<file path="config.mk">
export PLATFORM = sky130hd
export DESIGN_NAME = seq_det_ctrl_flat
export DESIGN_NICKNAME = d
export VERILOG_FILES = /design/src/rtl/seq_det_ctrl_if.sv /design/src/rtl/seq_det_ctrl.sv /design/src/flat_wrapper.sv
export SDC_FILE = /design/constraint.sdc
export NUM_CORES = 1
export LEC_CHECK = 0
export ABC_CLOCK_PERIOD_IN_PS = 3700
export CORE_ASPECT_RATIO = 1.1
export CORE_MARGIN = 4
export CORE_UTILIZATION = 50
export CTS_BUF_LIST = sky130_fd_sc_hd__clkbuf_2 sky130_fd_sc_hd__clkbuf_4 sky130_fd_sc_hd__clkbuf_8
export CTS_CLUSTER_DIAMETER = 150
export CTS_CLUSTER_SIZE = 14
export DETAILED_ROUTE_END_ITERATION = 8
export GPL_TIMING_DRIVEN = 0
export PLACE_DENSITY = 0.72
export SKIP_LAST_GASP = 1
export SYNTH_ARGS = -nofsm -noshare
export SYNTH_HDL_FRONTEND = slang
export SYNTH_SLANG_ARGS = --single-unit
</file>
<file path="constraint.sdc">
create_clock -name clock -period 3.7 [get_ports clock]
set_clock_uncertainty 0.1 [all_clocks]
set_input_delay 0.555 -clock clock [delete_from_list [all_inputs] [get_ports clock]]
set_output_delay 0.555 -clock clock [all_outputs]
set_load 0.005 [all_outputs]
</file>
<file path="src/rtl/seq_det_ctrl_if.sv">
// Host/stream-side bundle for the programmable sequence detector:
// configuration, run control, serial bits and run status.
interface seq_det_ctrl_if #(
    parameter int MAX_LEN = 8,
    parameter int CNT_W   = 8,
    parameter int TO_W    = 16
);
    logic               cfg_wr;
    logic [MAX_LEN-1:0] cfg_pattern;
    logic [3:0]         cfg_len;
    logic               cfg_overlap;
    logic [CNT_W-1:0]   cfg_target;
    logic [TO_W-1:0]    cfg_timeout;
    logic               start;
    logic               abort;
    logic               bit_valid;
    logic               sequence_in;
    logic               busy;
    logic               match_pulse;
    logic [CNT_W-1:0]   match_count;
    logic               done;
    logic               timeout_flag;
    logic [1:0]         state_out;

    modport master (
        output cfg_wr, cfg_pattern, cfg_len, cfg_overlap, cfg_target, cfg_timeout,
               start, abort, bit_valid, sequence_in,
        input  busy, match_pulse, match_count, done, timeout_flag, state_out
    );

    modport slave (
        input  cfg_wr, cfg_pattern, cfg_len, cfg_overlap, cfg_target, cfg_timeout,
               start, abort, bit_valid, sequence_in,
        output busy, match_pulse, match_count, done, timeout_flag, state_out
    );
endinterface

</file>
<file path="src/rtl/seq_det_ctrl.sv">
// Programmable serial-pattern detector that runs one detection pass and
// ends on a match target, an idle timeout or an abort.
//
// state  | meaning
// IDLE   | waiting for start; config writable
// RUN    | sampling bits, counting matches, timer active
// DONE   | run finished by target or timeout; results held
module seq_det_ctrl #(
    parameter int MAX_LEN = 8,
    parameter int CNT_W   = 8,
    parameter int TO_W    = 16
) (
    input  logic          clock,
    input  logic          reset,
    seq_det_ctrl_if.slave bus
);
    typedef enum logic [1:0] {
        S_IDLE = 2'b00,
        S_RUN  = 2'b01,
        S_DONE = 2'b10
    } state_t;

    localparam logic [3:0] LEN_MAX = 4'(MAX_LEN);

    state_t             r_state;
    state_t             w_next;
    logic [MAX_LEN-1:0] r_pattern;
    logic [3:0]         r_len;
    logic               r_overlap;
    logic [CNT_W-1:0]   r_target;
    logic [TO_W-1:0]    r_timeout;
    logic [MAX_LEN-1:0] r_shift;
    logic [3:0]         r_hist;
    logic [TO_W-1:0]    r_timer;
    logic [CNT_W-1:0]   r_count;
    logic               r_pulse;
    logic               r_tflag;

    logic [3:0]         w_len_eff;
    logic [MAX_LEN-1:0] w_mask;
    logic [MAX_LEN-1:0] w_shift_next;
    logic [3:0]         w_hist_next;
    logic [TO_W-1:0]    w_timer_inc;
    logic [CNT_W-1:0]   w_count_inc;
    logic               w_match;
    logic               w_timeout_hit;
    logic               w_target_hit;
    logic               w_start_ok;

    always_comb begin
        // raw length is stored so a cleared config still means a 1-bit pattern
        if (r_len == 4'd0)
            w_len_eff = 4'd1;
        else if (r_len > LEN_MAX)
            w_len_eff = LEN_MAX;
        else
            w_len_eff = r_len;
        w_mask = '0;
        for (int i = 0; i < MAX_LEN; i++)
            w_mask[i] = (4'(i) < w_len_eff);
        w_shift_next  = {r_shift[MAX_LEN-2:0], bus.sequence_in};
        w_hist_next   = (r_hist >= LEN_MAX) ? LEN_MAX : r_hist + 4'd1;
        w_timer_inc   = r_timer + TO_W'(1);
        w_count_inc   = (&r_count) ? r_count : r_count + CNT_W'(1);
        w_match       = (r_state == S_RUN) && bus.bit_valid && !bus.abort &&
                        (w_hist_next >= w_len_eff) &&
                        (((w_shift_next ^ r_pattern) & w_mask) == '0);
        w_timeout_hit = (r_state == S_RUN) && !bus.abort && !w_match &&
                        (r_timeout != '0) && (w_timer_inc == r_timeout);
        w_target_hit  = w_match && (r_target != '0) && (w_count_inc == r_target);
        w_start_ok    = bus.start && !bus.abort && (r_state != S_RUN);
    end

    always_ff @(posedge clock or posedge reset) begin
        if (reset)
            r_state <= S_IDLE;
        else
            r_state <= w_next;
    end

    always_comb begin
        w_next        = r_state;
        bus.busy      = 1'b0;
        bus.done      = 1'b0;
        bus.state_out = r_state;
        case (r_state)
            S_IDLE: begin
                if (w_start_ok)
                    w_next = S_RUN;
            end
            S_RUN: begin
                bus.busy = 1'b1;
                if (bus.abort)
                    w_next = S_IDLE;
                else if (w_target_hit || w_timeout_hit)
                    w_next = S_DONE;
            end
            S_DONE: begin
                bus.done = 1'b1;
                if (bus.abort)
                    w_next = S_IDLE;
                else if (w_start_ok)
                    w_next = S_RUN;
            end
            default: w_next = S_IDLE;
        endcase
    end

    always_ff @(posedge clock or posedge reset) begin
        if (reset) begin
            r_pattern <= '0;
            r_len     <= '0;
            r_overlap <= 1'b0;
            r_target  <= '0;
            r_timeout <= '0;
            r_shift   <= '0;
            r_hist    <= '0;
            r_timer   <= '0;
            r_count   <= '0;
            r_pulse   <= 1'b0;
            r_tflag   <= 1'b0;
        end else begin
            r_pulse <= w_match;
            if (bus.cfg_wr && (r_state != S_RUN)) begin
                r_pattern <= bus.cfg_pattern;
                r_len     <= bus.cfg_len;
                r_overlap <= bus.cfg_overlap;
                r_target  <= bus.cfg_target;
                r_timeout <= bus.cfg_timeout;
            end
            if (bus.abort) begin
                r_tflag <= 1'b0;
            end else if (w_start_ok) begin
                r_shift <= '0;
                r_hist  <= '0;
                r_timer <= '0;
                r_count <= '0;
                r_tflag <= 1'b0;
            end else if (r_state == S_RUN) begin
                if (bus.bit_valid) begin
                    r_shift <= w_shift_next;
                    r_hist  <= (w_match && !r_overlap) ? 4'd0 : w_hist_next;
                end
                if (w_match) begin
                    r_timer <= '0;
                    r_count <= w_count_inc;
                end else begin
                    r_timer <= w_timer_inc;
                end
                r_tflag <= w_timeout_hit;
            end
        end
    end

    assign bus.match_pulse  = r_pulse;
    assign bus.match_count  = r_count;
    assign bus.timeout_flag = r_tflag;
endmodule

</file>
<file path="src/flat_wrapper.sv">
// flat-port wrapper written by rule: the top's interface ports become plain ports
module seq_det_ctrl_flat 
#(
    parameter int MAX_LEN = 8,
    parameter int CNT_W   = 8,
    parameter int TO_W    = 16
)
  (clock, reset, bus_cfg_wr, bus_cfg_pattern, bus_cfg_len, bus_cfg_overlap, bus_cfg_target, bus_cfg_timeout, bus_start, bus_abort, bus_bit_valid, bus_sequence_in, bus_busy, bus_match_pulse, bus_match_count, bus_done, bus_timeout_flag, bus_state_out);
  seq_det_ctrl_if #(.MAX_LEN(MAX_LEN), .CNT_W(CNT_W), .TO_W(TO_W)) bus_i ();
  input  logic clock;
  input  logic reset;
  input wire logic [$bits(bus_i.cfg_wr)-1:0] bus_cfg_wr;
  input wire logic [$bits(bus_i.cfg_pattern)-1:0] bus_cfg_pattern;
  input wire logic [$bits(bus_i.cfg_len)-1:0] bus_cfg_len;
  input wire logic [$bits(bus_i.cfg_overlap)-1:0] bus_cfg_overlap;
  input wire logic [$bits(bus_i.cfg_target)-1:0] bus_cfg_target;
  input wire logic [$bits(bus_i.cfg_timeout)-1:0] bus_cfg_timeout;
  input wire logic [$bits(bus_i.start)-1:0] bus_start;
  input wire logic [$bits(bus_i.abort)-1:0] bus_abort;
  input wire logic [$bits(bus_i.bit_valid)-1:0] bus_bit_valid;
  input wire logic [$bits(bus_i.sequence_in)-1:0] bus_sequence_in;
  output wire logic [$bits(bus_i.busy)-1:0] bus_busy;
  output wire logic [$bits(bus_i.match_pulse)-1:0] bus_match_pulse;
  output wire logic [$bits(bus_i.match_count)-1:0] bus_match_count;
  output wire logic [$bits(bus_i.done)-1:0] bus_done;
  output wire logic [$bits(bus_i.timeout_flag)-1:0] bus_timeout_flag;
  output wire logic [$bits(bus_i.state_out)-1:0] bus_state_out;
  assign bus_i.cfg_wr = bus_cfg_wr;
  assign bus_i.cfg_pattern = bus_cfg_pattern;
  assign bus_i.cfg_len = bus_cfg_len;
  assign bus_i.cfg_overlap = bus_cfg_overlap;
  assign bus_i.cfg_target = bus_cfg_target;
  assign bus_i.cfg_timeout = bus_cfg_timeout;
  assign bus_i.start = bus_start;
  assign bus_i.abort = bus_abort;
  assign bus_i.bit_valid = bus_bit_valid;
  assign bus_i.sequence_in = bus_sequence_in;
  assign bus_busy = bus_i.busy;
  assign bus_match_pulse = bus_i.match_pulse;
  assign bus_match_count = bus_i.match_count;
  assign bus_done = bus_i.done;
  assign bus_timeout_flag = bus_i.timeout_flag;
  assign bus_state_out = bus_i.state_out;
  seq_det_ctrl #(.MAX_LEN(MAX_LEN), .CNT_W(CNT_W), .TO_W(TO_W)) u_core (.clock(clock), .reset(reset), .bus(bus_i));
endmodule
</file>
== Word level (Yosys, flattened, before mapping) ==
Index checks and enable logic that the tools add are counted.

* Add/subtract/negate cells: 3
* Magnitude comparators: 11
* Equality and inequality tests: 6
* Muxes and demuxes: 27
* Bitwise operators: 3
* Reductions and logical operators: 31

{| class="wikitable"
|+ Operators with widths
! kind !! count
|-
| $mux W16 || 3
|-
| $mux W8 || 4
|-
| $mux W4 || 7
|-
| $mux W7 || 3
|-
| $add A16 B1 Y16 const B || 1
|-
| $eq A16 B16 Y1 || 1
|-
| $lt A3 B4 Y1 const A || 4
|-
| $reduce_bool A16 Y1 || 1
|-
| $logic_and A1 B1 Y1 || 14
|-
| $add A8 B1 Y8 const B || 1
|-
| $and A8 B8 Y8 || 1
|-
| $eq A8 B8 Y1 || 1
|-
| $logic_not A8 Y1 || 1
|-
| $lt A1 B4 Y1 const A || 2
|-
| $lt A2 B4 Y1 const A || 2
|-
| $mux W2 || 4
|-
| $reduce_and A8 Y1 || 1
|-
| $reduce_bool A8 Y1 || 1
|-
| $xor A8 B8 Y8 || 1
|-
| $pmux W2 S3 || 1
|-
| $reduce_and A3 Y1 || 2
|-
| $reduce_bool A2 Y1 || 3
|-
| $mux W1 || 5
|-
| $add A4 B1 Y4 const B || 1
|-
| 14 further kinds || 16
|}

* Bits in registers: 76
* Bits of input ports: 44

== Depth between registers and ports, before layout ==
Gate-level depths: netlist of the first run.

* Depth in word-level cells: 15
* Mapped depth: 12
* Depth with buffers taken out: 11

== Least setup slack after synthesis of the first run ==
OpenSTA, ideal clock, no wires.

* Path type: reg2reg
* From: register u_core.r_hist[0]
* To: register u_core.r_state[1], in the netlist u_core.bus.state_out[1]
* Library setup time: 0.126 ns
* Data arrival time: 2.544 ns
* Slack: 0.930 ns
* Cell stages (with the launch flop): 12
* Cell sequence: dfrtp_1 -> ha_1 -> xnor2_1 -> nor2_1 -> ha_1 -> o21a_1 -> nor2_1 -> or4_4 -> o31ai_4 -> a2111oi_2 -> and4_4 -> a311o_1

* Longest elaborated chain between the ends: 11

{| class="wikitable"
|+ Ends and longest elaborated chain
! what !! RTL line !! source
|-
| start, declared || seq_det_ctrl.sv:33 || <nowiki>logic [3:0] r_hist;</nowiki>
|-
| start signal, assigned || seq_det_ctrl.sv:142 || <nowiki>r_hist <= (w_match && !r_overlap) ? 4'd0 : w_hist_next;</nowiki>
|-
| $add A4 B1 Y4 or $ge A4 B4 Y1 (tied branches) || seq_det_ctrl.sv:62 || <nowiki>w_hist_next = (r_hist >= LEN_MAX) ? LEN_MAX : r_hist + 4'd1;</nowiki>
|-
| $mux W4 (*) || seq_det_ctrl.sv:62 ||
|-
| $ge A4 B4 Y1 (*) || seq_det_ctrl.sv:66 || <nowiki>(w_hist_next >= w_len_eff) &&</nowiki>
|-
| $logic_and A1 B1 Y1 (*) || seq_det_ctrl.sv:65 || <nowiki>w_match = (r_state == S_RUN) && bus.bit_valid && !bus.abort &&</nowiki>
|-
| $logic_and A1 B1 Y1 (*) || seq_det_ctrl.sv:66 ||
|-
| $logic_not A1 Y1 || seq_det_ctrl.sv:68 || <nowiki>w_timeout_hit = (r_state == S_RUN) && !bus.abort && !w_match &&</nowiki>
|-
| $logic_and A1 B1 Y1 (2 in a row) || seq_det_ctrl.sv:68 ||
|-
| $logic_and A1 B1 Y1 || seq_det_ctrl.sv:69 || <nowiki>(r_timeout != '0) && (w_timer_inc == r_timeout);</nowiki>
|-
| $logic_or A1 B1 Y1 (*) || seq_det_ctrl.sv:95 || <nowiki>else if (w_target_hit || w_timeout_hit)</nowiki>
|-
| $ne A3 B3 Y1 (no source line) (*) || -- ||
|-
| end signal, assigned || seq_det_ctrl.sv:78 || <nowiki>r_state <= w_next;</nowiki>
|-
| end, declared || seq_det_ctrl.sv:25 || <nowiki>state_t r_state;</nowiki>
|}

Mark *: on every way between the ends. The rest lies on a longest branch, timed or not.
A chain may end at the register's enable or synchronous reset.

== Worst setup path after layout of the first run ==
* From: register u_core.r_count[0], in the netlist u_core.bus.match_count[0]
* To: register u_core.r_state[1], in the netlist u_core.bus.state_out[1]

* Longest elaborated chain between the ends: 6

{| class="wikitable"
|+ Ends and longest elaborated chain
! what !! RTL line !! source
|-
| start, declared || seq_det_ctrl.sv:35 || <nowiki>logic [CNT_W-1:0] r_count;</nowiki>
|-
| start signal, assigned || seq_det_ctrl.sv:146 || <nowiki>r_count <= w_count_inc;</nowiki>
|-
| $add A8 B1 Y8 or $reduce_and A8 Y1 (tied branches) || seq_det_ctrl.sv:64 || <nowiki>w_count_inc = (&r_count) ? r_count : r_count + CNT_W'(1);</nowiki>
|-
| $mux W8 (*) || seq_det_ctrl.sv:64 ||
|-
| $eq A8 B8 Y1 (*) || seq_det_ctrl.sv:70 || <nowiki>w_target_hit = w_match && (r_target != '0) && (w_count_inc == r_target);</nowiki>
|-
| $logic_and A1 B1 Y1 (*) || seq_det_ctrl.sv:70 ||
|-
| $logic_or A1 B1 Y1 (*) || seq_det_ctrl.sv:95 ||
|-
| $ne A3 B3 Y1 (no source line) (*) || -- ||
|}

Marked as above.

==> impl.org, run 1 <==
** Status
- The run finished with clean final reports.

** Final layout
- Cells fill 62.5% of the core in the end.
- Sequential cell area :: between 1500 and 2000 um2
- Proportion of layout cells with a drive suffix above 1 :: 16.0%
- From synthesis to final layout, the design area changed by 21.6%.
- The number of antenna diodes in the final layout is 0.
- Area of the multi-input gates :: 2320 um2
- Fin cells :: 606
- The layout has 707 filler cells.
- Finished Cell Area :: 5250 um2
- Post-layout net count :: 542

** Synth
- In this run, synthesis produced a sequential element count of 76.
- The cell count after synthesis came out at approximately 420.
- Total nets after synthesis :: 473
- Unique masters post-synth :: 61
- Netlist area before placement :: 4320 um2
- Yosys top cell by area :: dfrtp_1
- Yosys printed 0 warnings.
- In the synthesized netlist the dominant register cell turns out to be dfrtp_1.
- Most frequent cell after synthesis :: dfrtp_1
- Sequential cells were found to cover 44.0% of the synthesized design area.
- By area the synthesized netlist is led by dfrtp_1 (44%), mux2_2 (9.6%), xnor2_1 (5.1%).
- Area fraction of the dominant cell type after synthesis :: 44.0%
- Counting flops with an async set or reset pin after synthesis yields a share of 100%.
- The average instance in the mapped netlist occupies 10.3 um2.
- Commonest cells in the netlist :: dfrtp_1 (76), mux2_2 (37), nand2_1 (36), nor2_1 (33), o21ai_0 (32)
- Post-synth EDFFs :: 0

** Die
- 58 I/O pins were placed.
- Die X :: about 97 um
- The core region is 8410 um2.
- Y dimension of the die :: 105 um
- Total Die Area :: 10200 um2
- The floorplan has 35 rows.
- Initial Utilization :: 51.4%

** STA
- The routed design could run at a clock period as short as 3.18 ns.
- Ratio of final minimum period to clock period :: between 80% and 90%
- Total Neg Setup Slack :: 0 ns
- Final Hold Vio Count :: 0
- For this run, the top clock speed supported by timing is 315 MHz.
- Measured slew at the worst slew-check pin :: around 0.96 ns
- Setup repair after global routing left no endpoint under its margin.
- Hold is met by 0.409 ns.
- The final-report max-slew violation count is 0.
- The worst pin sits at a relative slew slack of 35.5%.
- Final setup fails :: 0

** Worst setup path
- Critical path launch point :: u_core.bus.match_count[0]
- STA classifies the critical path endpoint as a register.
- The worst register-to-register path has a setup slack of 0.52 ns.
- Worst setup path endpoint :: u_core.bus.state_out[1]
- Along the worst path, the maximum fanout reaches 7.
- Critical Path AT :: roughly 3.4 ns
- Together, buffers and inverters on the worst path number 1.
- The slowest stage of the critical path belongs to the cell a2111oi_0.
- The startpoint identified for the worst register-to-register timing path is u_core.bus.match_count[0].
- In this design, the stage delay of the slowest critical-path cell is 0.63 ns.
- The worst setup path is launched from a register.
- CP top delay family :: compound AO/OA/AOI/OAI gates
- Required time at the endpoint of the critical path :: 3.87 ns
- CP Cell Sequence :: ha_1 > and3_1 > clkbuf_1 > nor2b_2 > mux2i_1 > xor2_1 > nand4_1 > a2111oi_0 > a311o_1
- Category of the critical setup timing path :: register to register
- In this run the number of cells on the critical path is 9.
- Critical register-to-register path endpoint :: u_core.bus.state_out[1]
- Counting cells, the worst reg-to-reg path comes to 9.

** Routing
- Residual antenna-violating net count after detailed routing :: 0
- Total wire length after detailed routing :: 9910 um
- For this run, design rule violations remaining after detail routing come to 0.
- Detailed Route Iter0 Violations :: around 130
- The first detailed-routing pass took 4 iterations.
- Wire per inst :: about 16 um
- Vias post-DR :: 3408
- Routed vias/inst :: roughly 5.6

** Placed design
- Half-perimeter wire length after placement :: 7500 um
- Final GP Congestion :: 0.946
- In this run the tool buffered the top-level ports with 57 buffer cells.
- Counting tap cells, the placed design contains a total of 590 instances.
- After detailed placement, the total cell area comes to 5060 um2.

** GRT
- The first global-routing pass estimated roughly 17000 um of wire.
- Entering global routing, the biggest net connects approximately 60 pins.
- Via count of the first global-routing pass :: between 3000 and 4000
- Summed over all layers, the global routing overflow is 0.
- Met2 Usage GRT :: 34.5%
- The number of antenna violations at the first check in global routing was 0.
- Global routing consumed, over all layers together, 20.0% of the routing resources.
- Met3 demand-to-capacity share in global routing :: 4.37%
- Top Usage Layer GRT :: met2
- Met1 Use GR :: 24.6%

** CTS
- The number of hold buffers added after CTS was 0.
- Post-CTS timing repair inserted 0 buffers for setup.
- Max clock buf depth :: 2
- Clock tree synthesis found a total of 76 sinks.
- The clock reaches the later pin of the worst-skew pair after 0.34 ns.
- Post-CTS sizing :: 0
- TritonCTS clock tree :: done
- H-Tree Depth :: 3
- Clk slew on worst S/H paths :: 0.09 ns
- Clock Tree Root :: clkbuf_8
- The number of clock buffers added by TritonCTS is 9.

** Power
- The worst-case IR drop observed on VDD is 0.000308 V.
- In this run the power density over the cells is about 400 nW/um2.
- Static leakage :: between 2 and 2.5 nW

** Min path
- The tightest min-delay check is of the input pin to async pin type.

** Run
- Max-cap violations in this run came to 0.
registers in the layout (all words and copies together) (netlist names), 4 cells and up:
register and flops:
u_core.r_hist 4, u_core.r_target 8, u_core.bus.match_count 8, u_core.r_timeout 16
u_core.r_pattern 8, u_core.r_timer 16, u_core.r_len 4, u_core.r_shift 7
cell families (layout without fill, tap and decap cells):
kind of cell	Yosys count	in the layout	share of synthesized area (%)
mux	41	41	10.6
flops	76	76	44.0
xor+xnor	44	44	9.24
fa+ha+maj	8	8	2.32
compound gates	81	81	13.1
simple gates	149	149	18.6
buf+inv	22	96	2.17
final cells by class:
class / count / share of cell area [%]
clock inverters: 6 / 1.21
clock buffers: 10 / 2.50
flip-flops and latches: 76 / 36.2
multi-input cells: 323 / 44.2
repair buffers: 58 / 11.4
plain buffers: 14 / 1.21
inverters: 8 / 0.619
well taps: 111 / 2.64
layout by cell type, fill, tap and decap left out, types with 3 or more instances in the layout:
master	netlist	routed
o21ai_0	32	32
nand3_1	8	8
a211oi_1	3	3
ha_1	8	8
mux2i_1	4	4
mux2_2	37	37
o31ai_1	6	6
and3_1	8	8
buf_2	5	5
nand2b_1	6	6
inv_1	8	7
or2_2	3	3
a22o_1	12	12
clkbuf_1	7	7
nand2_1	36	36
dfrtp_1	76	76
nand4_1	8	8
nor4_1	8	8
xor2_1	18	18
clkbuf_8	0	9
nor2_1	33	33
clkdlybuf4s50_1	0	57
nor2b_1	7	7
nor3_1	13	13
a21oi_1	6	6
xnor2_1	25	25
through the flow:
stage / total power (W) / worst slack (ns)
after floorplan: 0.00131 / 0.930
after global placement: 0.00145 / -0.155
after detailed placement: 0.00147 / 0.407
after CTS: 0.00211 / 0.500
after global routing: 0.00220 / 0.180
final: 0.00208 / 0.522
report_power, final:
part / switching, W / internal, W
combinational: 0.000206 / 0.000231
sequential: 0.000100 / 0.000914
clock: 0.000310 / 0.000319
metal layers:
metal / up-vias / wire length (um)
li1: 1668 / -
met1: 1634 / 4250
met2: 84 / 4980
met3: 22 / 407
met4: 0 / 278
met5: - / 0
how the worst min path moves through the flow:
| stage | from | endpoint | depth (start not counted) |
|---|---|---|---|
| global route | u_core.r_overlap | u_core.r_overlap | 1 |
| floorplan | u_core.r_overlap | u_core.r_overlap | 1 |
| detailed placement | u_core.r_overlap | u_core.r_overlap | 1 |
| global placement | u_core.r_overlap | u_core.r_overlap | 1 |
| finish | reset | u_core.r_timeout[14] | 2 |
| CTS | reset | u_core.r_timeout[9] | 2 |
(Power assumes the default switching activity.)
==> run 2: changes to the inputs <==
CAP_MARGIN = 40   (was default)
CORE_MARGIN = default   (was 4)
==> impl.org, run 2 (same netlist as run 1, synthesis figures left out) <==
** STA
- Setup repair after global routing left no endpoint under its margin.
- The final-report max-slew violation count was 0 (unchanged).
- The peak clock frequency supported by timing is 314 MHz (-0.27%).
- Slew HR :: 38.9% (+3.4 points)
- The minimum clock period came to 3.19 ns (+0.00869 ns).
- Final setup fails :: 0 (unchanged)
- The ratio of final minimum period to clock period is 86.1% (+0.23 points).
- The count of final hold-check violations is 0 (unchanged).
- Measured slew at the worst slew-check pin :: 0.910 ns (-0.0500 ns)

** Die
- Number of placed I/O pins :: 58 (unchanged)
- The die extent in x is 90.6 um (-6.2%).
- The die area came to 9010 um2 (-12%).
- CORE AREA :: 8360 um2 (-0.52%)
- Standard-cell rows :: 35 (unchanged)
- Initial Utilization :: 51.6% (+0.27 points)
- The die height came to 99.5 um (-5.7%).

** Final layout
- Syn-to-layout area delta :: 21.6% (about the same)
- Number of inserted diodes :: 0 (unchanged)
- The largest registers in the layout are u_core.r_timeout: 16 flops, u_core.r_timer: 16 flops.
- The final cell count without fillers was 606 (unchanged).
- Top library cells by usage in the layout, fill and taps aside :: dfrtp_1 (76), clkdlybuf4s50_1 (57), mux2_2 (37)
- The number of fill cells in the layout was 697 (-1.4%).
- The share of final-layout standard cells stronger than drive strength 1 is 16.0% (unchanged).
- Leaving out fill and tap cells, the most frequent cell in the layout is dfrtp_1.
- Finished Cell Area :: 5250 um2 (about the same)
- Post-layout net count :: 542 (unchanged)

** Worst setup path
- Critical register-to-register path endpoint :: u_core.r_timer[2]
- The worst register-to-register path begins at u_core.r_hist[0].
- Critical-path maximum fanout :: 6 (-1)
- Worst setup path endpoint :: u_core.r_timer[2]
- Crit path capture type :: register
- The required time reported for the critical path endpoint was 3.88 ns (about the same).
- STA classifies the critical path startpoint as a register.
- Reg2Reg Setup Slack :: 0.51 ns (about the same)
- The data arrival at the endpoint of the critical path came to 3.37 ns (+0.02 ns).
- Category of the critical setup timing path :: register to register
- R2R depth :: 10 (+1)
- Critical path launch point :: u_core.r_hist[0]

** Routing
- Wire per inst :: 16.2 um (-1.2%)
- The iteration count of the initial detailed-routing pass was 4 (unchanged).
- The post-route antenna net violation count is 0 (unchanged).
- The number of DRC violations after detailed routing came to 0 (unchanged).
- Vias post-DR :: 3477 (+2.0%)
- Routed vias/inst :: 5.74 (+2.0%)
- Total wire length after detailed routing :: 9790 um (-1.2%)
- Detailed Route Iter0 Violations :: 122 (-8.3%)

** CTS
- Number of sinks driven by the clock tree :: 76 (unchanged)
- The quantity of gates resized following cts came to 0 (unchanged).
- The count of hold buffers inserted by post-cts repair was 0 (unchanged).
- TritonCTS clock tree :: done
- The register clock-pin slew on the reported worst setup and hold paths came to 0.08 ns (about the same).
- The post-CTS setup repair buffer count is 0 (unchanged).
- Clk Latency, worst-skew pair :: 0.36 ns (+0.02 ns)
- Max clock buf depth :: 2 (unchanged)
- Clock tree synthesis selected as its root buffer the cell clkbuf_8.
- The TritonCTS buffer count is 9 (unchanged).
- The maximum level of the CTS H-tree was 3 (unchanged).

** Min path
- The path class of the tightest hold or removal check is input pin to async pin.

** Placed design
- The cell area after placement was 5060 um2 (unchanged).
- The post-placement cell count was 590 (unchanged).
- The routability congestion estimate from global placement is 0.881 (-6.9%).
- Half-perimeter wire length after placement :: 7300 um (-2.7%)
- The number of buffers added on ports was 57 (unchanged).

** GRT
- Grt total ovfl :: 0 (unchanged)
- The wire length of the first global-routing pass came to 16700 um (+0.34%).
- The maximum number of pins on one net before global-route repair came to 49 (-17%).
- The number of global-route vias before repair was 3580 (+5.9%).
- Number of antenna violations at the first check in global routing :: 0 (unchanged)
- GRT Util Overall :: 23.7% (+3.6 points)

** Power
- Total power per unit cell area :: 397 nW/um2 (+0.23%)
- Largest voltage drop on the vdd net :: 0.000221 V (-28%)
- Static leakage :: 2.13 nW (-0.24%)

** Status
- The run finished with clean final reports.

** Run
- The max-capacitance violation count came to 0 (unchanged).
run 2: worst max-delay path: stages, from the launching register on:
cell       delay, ns
dfrtp_1         0.43
inv_1           0.06
ha_1            0.29
nor2b_1         0.15
ha_1            0.28
a2111oi_0       0.59
or3b_4          0.29
nor3_2          0.09
nor3_1          0.56
nand2_1         0.11
o21ai_0         0.16
run 2: per-stage QoR:
| step | setup slack, ns | util [%] | TNS (ns) | total power, W | hold slack [ns] |
|---|---|---|---|---|---|
| after floorplan | 0.930 | - | 0 | 0.00131 | 0.380 |
| after global placement | -0.123 | 60.1 | -9.02 | 0.00144 | 0.393 |
| after detailed placement | 0.323 | 60.5 | 0 | 0.00147 | 0.403 |
| after CTS | 0.488 | 62.8 | 0 | 0.00210 | 0.433 |
| after global routing | 0.159 | 62.8 | 0 | 0.00220 | 0.447 |
| final | 0.513 | 62.8 | 0 | 0.00208 | 0.430 |
run 2: worst min path at each step:
stage | start | to | cells after the start
after floorplan | u_core.r_overlap | u_core.r_overlap | 1
after global placement | u_core.r_overlap | u_core.r_overlap | 1
after detailed placement | u_core.r_shift[6] | u_core.r_shift[6] | 1
after CTS | u_core.r_shift[6] | u_core.r_shift[6] | 1
after global routing | reset | u_core.r_timer[6] | 2
final | reset | u_core.r_timer[6] | 2
run 2: per-layer routing:
metal | part of all wire, % | vias to the layer above | track usage, % | wire [um]
met5 | 0 | - | 0 | 0
met4 | 2.8 | 0 | 11.2 | 270
met3 | 4.1 | 23 | 5.35 | 403
met2 | 51 | 83 | 41.6 | 4970
met1 | 42 | 1708 | 27.4 | 4150
li1 | - | 1663 | - | -
run 2: layout make-up:
type / count / area, um2 / area share [%]
multi-input cells: 323 / 2320 / 44.3
flip-flops and latches: 76 / 1900 / 36.2
repair buffers: 58 / 598 / 11.4
well taps: 111 / 139 / 2.65
clock buffers: 9 / 124 / 2.36
clock inverters: 7 / 67.6 / 1.29
plain buffers: 14 / 63.8 / 1.22
inverters: 8 / 32.5 / 0.620
run 2: where the power goes:
group	internal [W]	total, W	switching, W
logic	0.000231	0.000438	0.000207
registers	0.000914	0.00101	0.0000990
clock network	0.000308	0.000633	0.000326
total	0.00145	0.00208	0.000631
==> run 3: changes to the inputs <==
SLEW_MARGIN = 20   (was default)
==> impl.org, run 3 (same netlist as run 1, synthesis figures left out) <==
** GRT
- The number of global-route vias before repair is 3580 (unchanged).
- Grt total ovfl :: 0 (unchanged)
- GRT Util Overall :: 23.7% (unchanged)
- The wire length of the first global-routing pass came to 16700 um (unchanged).
- Number of antenna violations at the first check in global routing :: 0 (unchanged)
- The maximum number of pins on one net before global-route repair is 49 (unchanged).

** Worst setup path
- Startpoint type of the worst setup path :: register
- Category of the critical setup timing path :: register to register
- The number of cells on the worst reg-to-reg path is 10 (unchanged).
- Required time at the endpoint of the critical path :: 3.88 ns (about the same)
- The internal reg-to-reg setup slack is 0.54 ns (+0.03 ns).
- R2r startpoint :: u_core.r_hist[0]
- Critical-path maximum fanout :: 6 (unchanged)
- The data arrival at the endpoint of the critical path came to 3.34 ns (-0.03 ns).
- Crit path capture type :: register
- The endpoint identified for the worst register-to-register timing path is u_core.r_timer[2].

** STA
- Measured slew at the worst slew-check pin :: 0.686 ns (-0.224 ns)
- Final Hold Vio Count :: 0 (unchanged)
- Unrepaired setup endpoints after global routing :: false
- The relative max-transition margin was 54.0% (+15 points).
- The peak clock frequency supported by timing came to 316 MHz (+0.80%).
- The ratio of final minimum period to clock period came to 85.4% (-0.68 points).
- Final critical-path required period :: 3.16 ns (-0.0253 ns)
- Final setup fails :: 0 (unchanged)
- The final-report max-slew violation count came to 0 (unchanged).

** Final layout
- Finished Cell Area :: 5260 um2 (about the same)
- Number of inserted diodes :: 0 (unchanged)
- The share of final-layout standard cells stronger than drive strength 1 came to 16.1% (+0.17 points).
- Leaving out fill and tap cells, the most frequent cell in the layout is dfrtp_1.
- The utilization of the core after routing is 62.8% (about the same).
- Leaving out fill and tap cells, the most frequent cells in the layout are dfrtp_1 (76), clkdlybuf4s50_1 (57), mux2_2 (37).
- Post-layout net count :: 543 (+0.18%)
- Biggest registers after layout :: u_core.r_timeout: 16 flops, u_core.r_timer: 16 flops
- The number of fill cells in the layout came to 698 (+0.14%).
- The area added between synthesis and finish was 21.7% (about the same).

** Die
- The die height was 99.5 um (unchanged).
- Standard-cell rows :: 35 (unchanged)
- Number of placed I/O pins :: 58 (unchanged)
- CORE AREA :: 8360 um2 (unchanged)
- The effective utilization at floorplan was 51.6% (unchanged).
- Die X :: 90.6 um (unchanged)
- The die area came to 9010 um2 (unchanged).

** Power
- The maximum vdd drop is 0.000221 V (-0.12%).
- Logic pwr share :: 21.1% (about the same)
- The total internal power came to 0.00146 W (+0.16%).
- Total power per unit cell area :: 398 nW/um2 (+0.15%)
- Switching power share of the total :: 30.3% (+0.059 points)
- The net switching power figure was 0.000634 W (+0.44%).
- Sequential cell fraction of total power :: 48.5% (about the same)
- Proportion of power drawn by the clock network :: 30.4% (about the same)
- Static leakage :: 2.13 nW (+0.19%)

** CTS
- The TritonCTS buffer count came to 9 (unchanged).
- The register clock-pin slew on the reported worst setup and hold paths was 0.08 ns (about the same).
- The tree is rooted in a clkbuf_8.
- Max clock buf depth :: 2 (unchanged)
- The maximum level of the CTS H-tree is 3 (unchanged).
- The count of clock tree sinks was 76 (unchanged).
- Post-CTS sizing :: 0 (unchanged)
- The post-CTS setup repair buffer count is 0 (unchanged).
- Count of hold buffers inserted by post-cts repair :: 0 (unchanged)
- The clock latency at the later pin of the worst-skew pair was 0.36 ns (about the same).
- TritonCTS built the clock tree.

** Run
- The max-capacitance violation count is 0 (unchanged).

** Routing
- The post-route antenna net violation count is 0 (unchanged).
- The wire length per cell was 16.2 um (about the same).
- The number of DRC violations after detailed routing was 0 (unchanged).
- Total wire length after detailed routing :: 9810 um (+0.13%)
- The iteration count of the initial detailed-routing pass came to 4 (unchanged).
- Detailed Route Iter0 Violations :: 99 (-19%)
- Vias post-DR :: 3490 (+0.37%)
- Routed vias/inst :: 5.75 (+0.21%)

** Placed design
- The placed wire-length estimate was 7300 um (unchanged).
- The routability congestion estimate from global placement was 0.881 (unchanged).
- The cell area after placement is 5060 um2 (unchanged).
- The number of buffers added on ports came to 57 (unchanged).

** Min path
- The tightest min-delay check is of the input pin to async pin type.

** Status
- Result of the run :: completed
## run 3: final cells by class
cell class	count	area (um2)	share of cell area (%)
clock inverters	7	67.6	1.29
well taps	111	139	2.64
plain buffers	14	63.8	1.21
flip-flops and latches	76	1900	36.2
multi-input cells	323	2320	44.2
repair buffers	59	603	11.5
clock buffers	9	124	2.36
inverters	8	32.5	0.619
## run 3: how the worst max path moves through the flow
stage | from | endpoint | cells past startpoint
3_5_place_dp | bus_abort | u_core.r_timer[12] | 8
4_1_cts | u_core.r_hist[0] | u_core.r_timer[2] | 10
5_1_grt | u_core.r_hist[0] | u_core.r_timer[15] | 10
2_1_floorplan | u_core.r_hist[0] | u_core.bus.state_out[1] | 11
6_report | u_core.r_hist[0] | u_core.r_timer[2] | 10
3_3_place_gp | reset | u_core.bus.match_count[1] | 2
## run 3: worst max-delay path, stage by stage (launching register included)
cell,delay (ns)
dfrtp_1,0.43
inv_1,0.06
ha_1,0.29
nor2b_1,0.15
ha_1,0.28
a2111oi_0,0.60
or3b_4,0.30
nor3_2,0.09
nor3_1,0.52
nand2_1,0.11
o21ai_0,0.16
## run 3: per-stage QoR
stage	hold slack [ns]	worst slack, ns	power, W	setup TNS, ns	instances
5_1_grt	0.447	0.206	0.00221	0	607
6_report	0.430	0.539	0.00209	0	607
3_3_place_gp	0.393	-0.123	0.00144	-9.02	589
4_1_cts	0.433	0.488	0.00210	0	606
3_5_place_dp	0.403	0.323	0.00147	0	590
2_1_floorplan	0.380	0.930	0.00131	0	421
## run 3: layer usage
layer	share of wire (%)	track usage (%)
met1	42	27.4
met2	51	41.6
met3	4.2	5.35
met4	2.7	11.2
met5	0	0
## run 3: power groups by stage
stage | clock network, W | logic (W) | registers, W
2_1_floorplan | 0 | 0.000316 | 0.000997
3_3_place_gp | 0 | 0.000421 | 0.00102
3_5_place_dp | 0 | 0.000438 | 0.00103
4_1_cts | 0.000648 | 0.000441 | 0.00101
5_1_grt | 0.000686 | 0.000495 | 0.00103
6_report | 0.000634 | 0.000442 | 0.00101
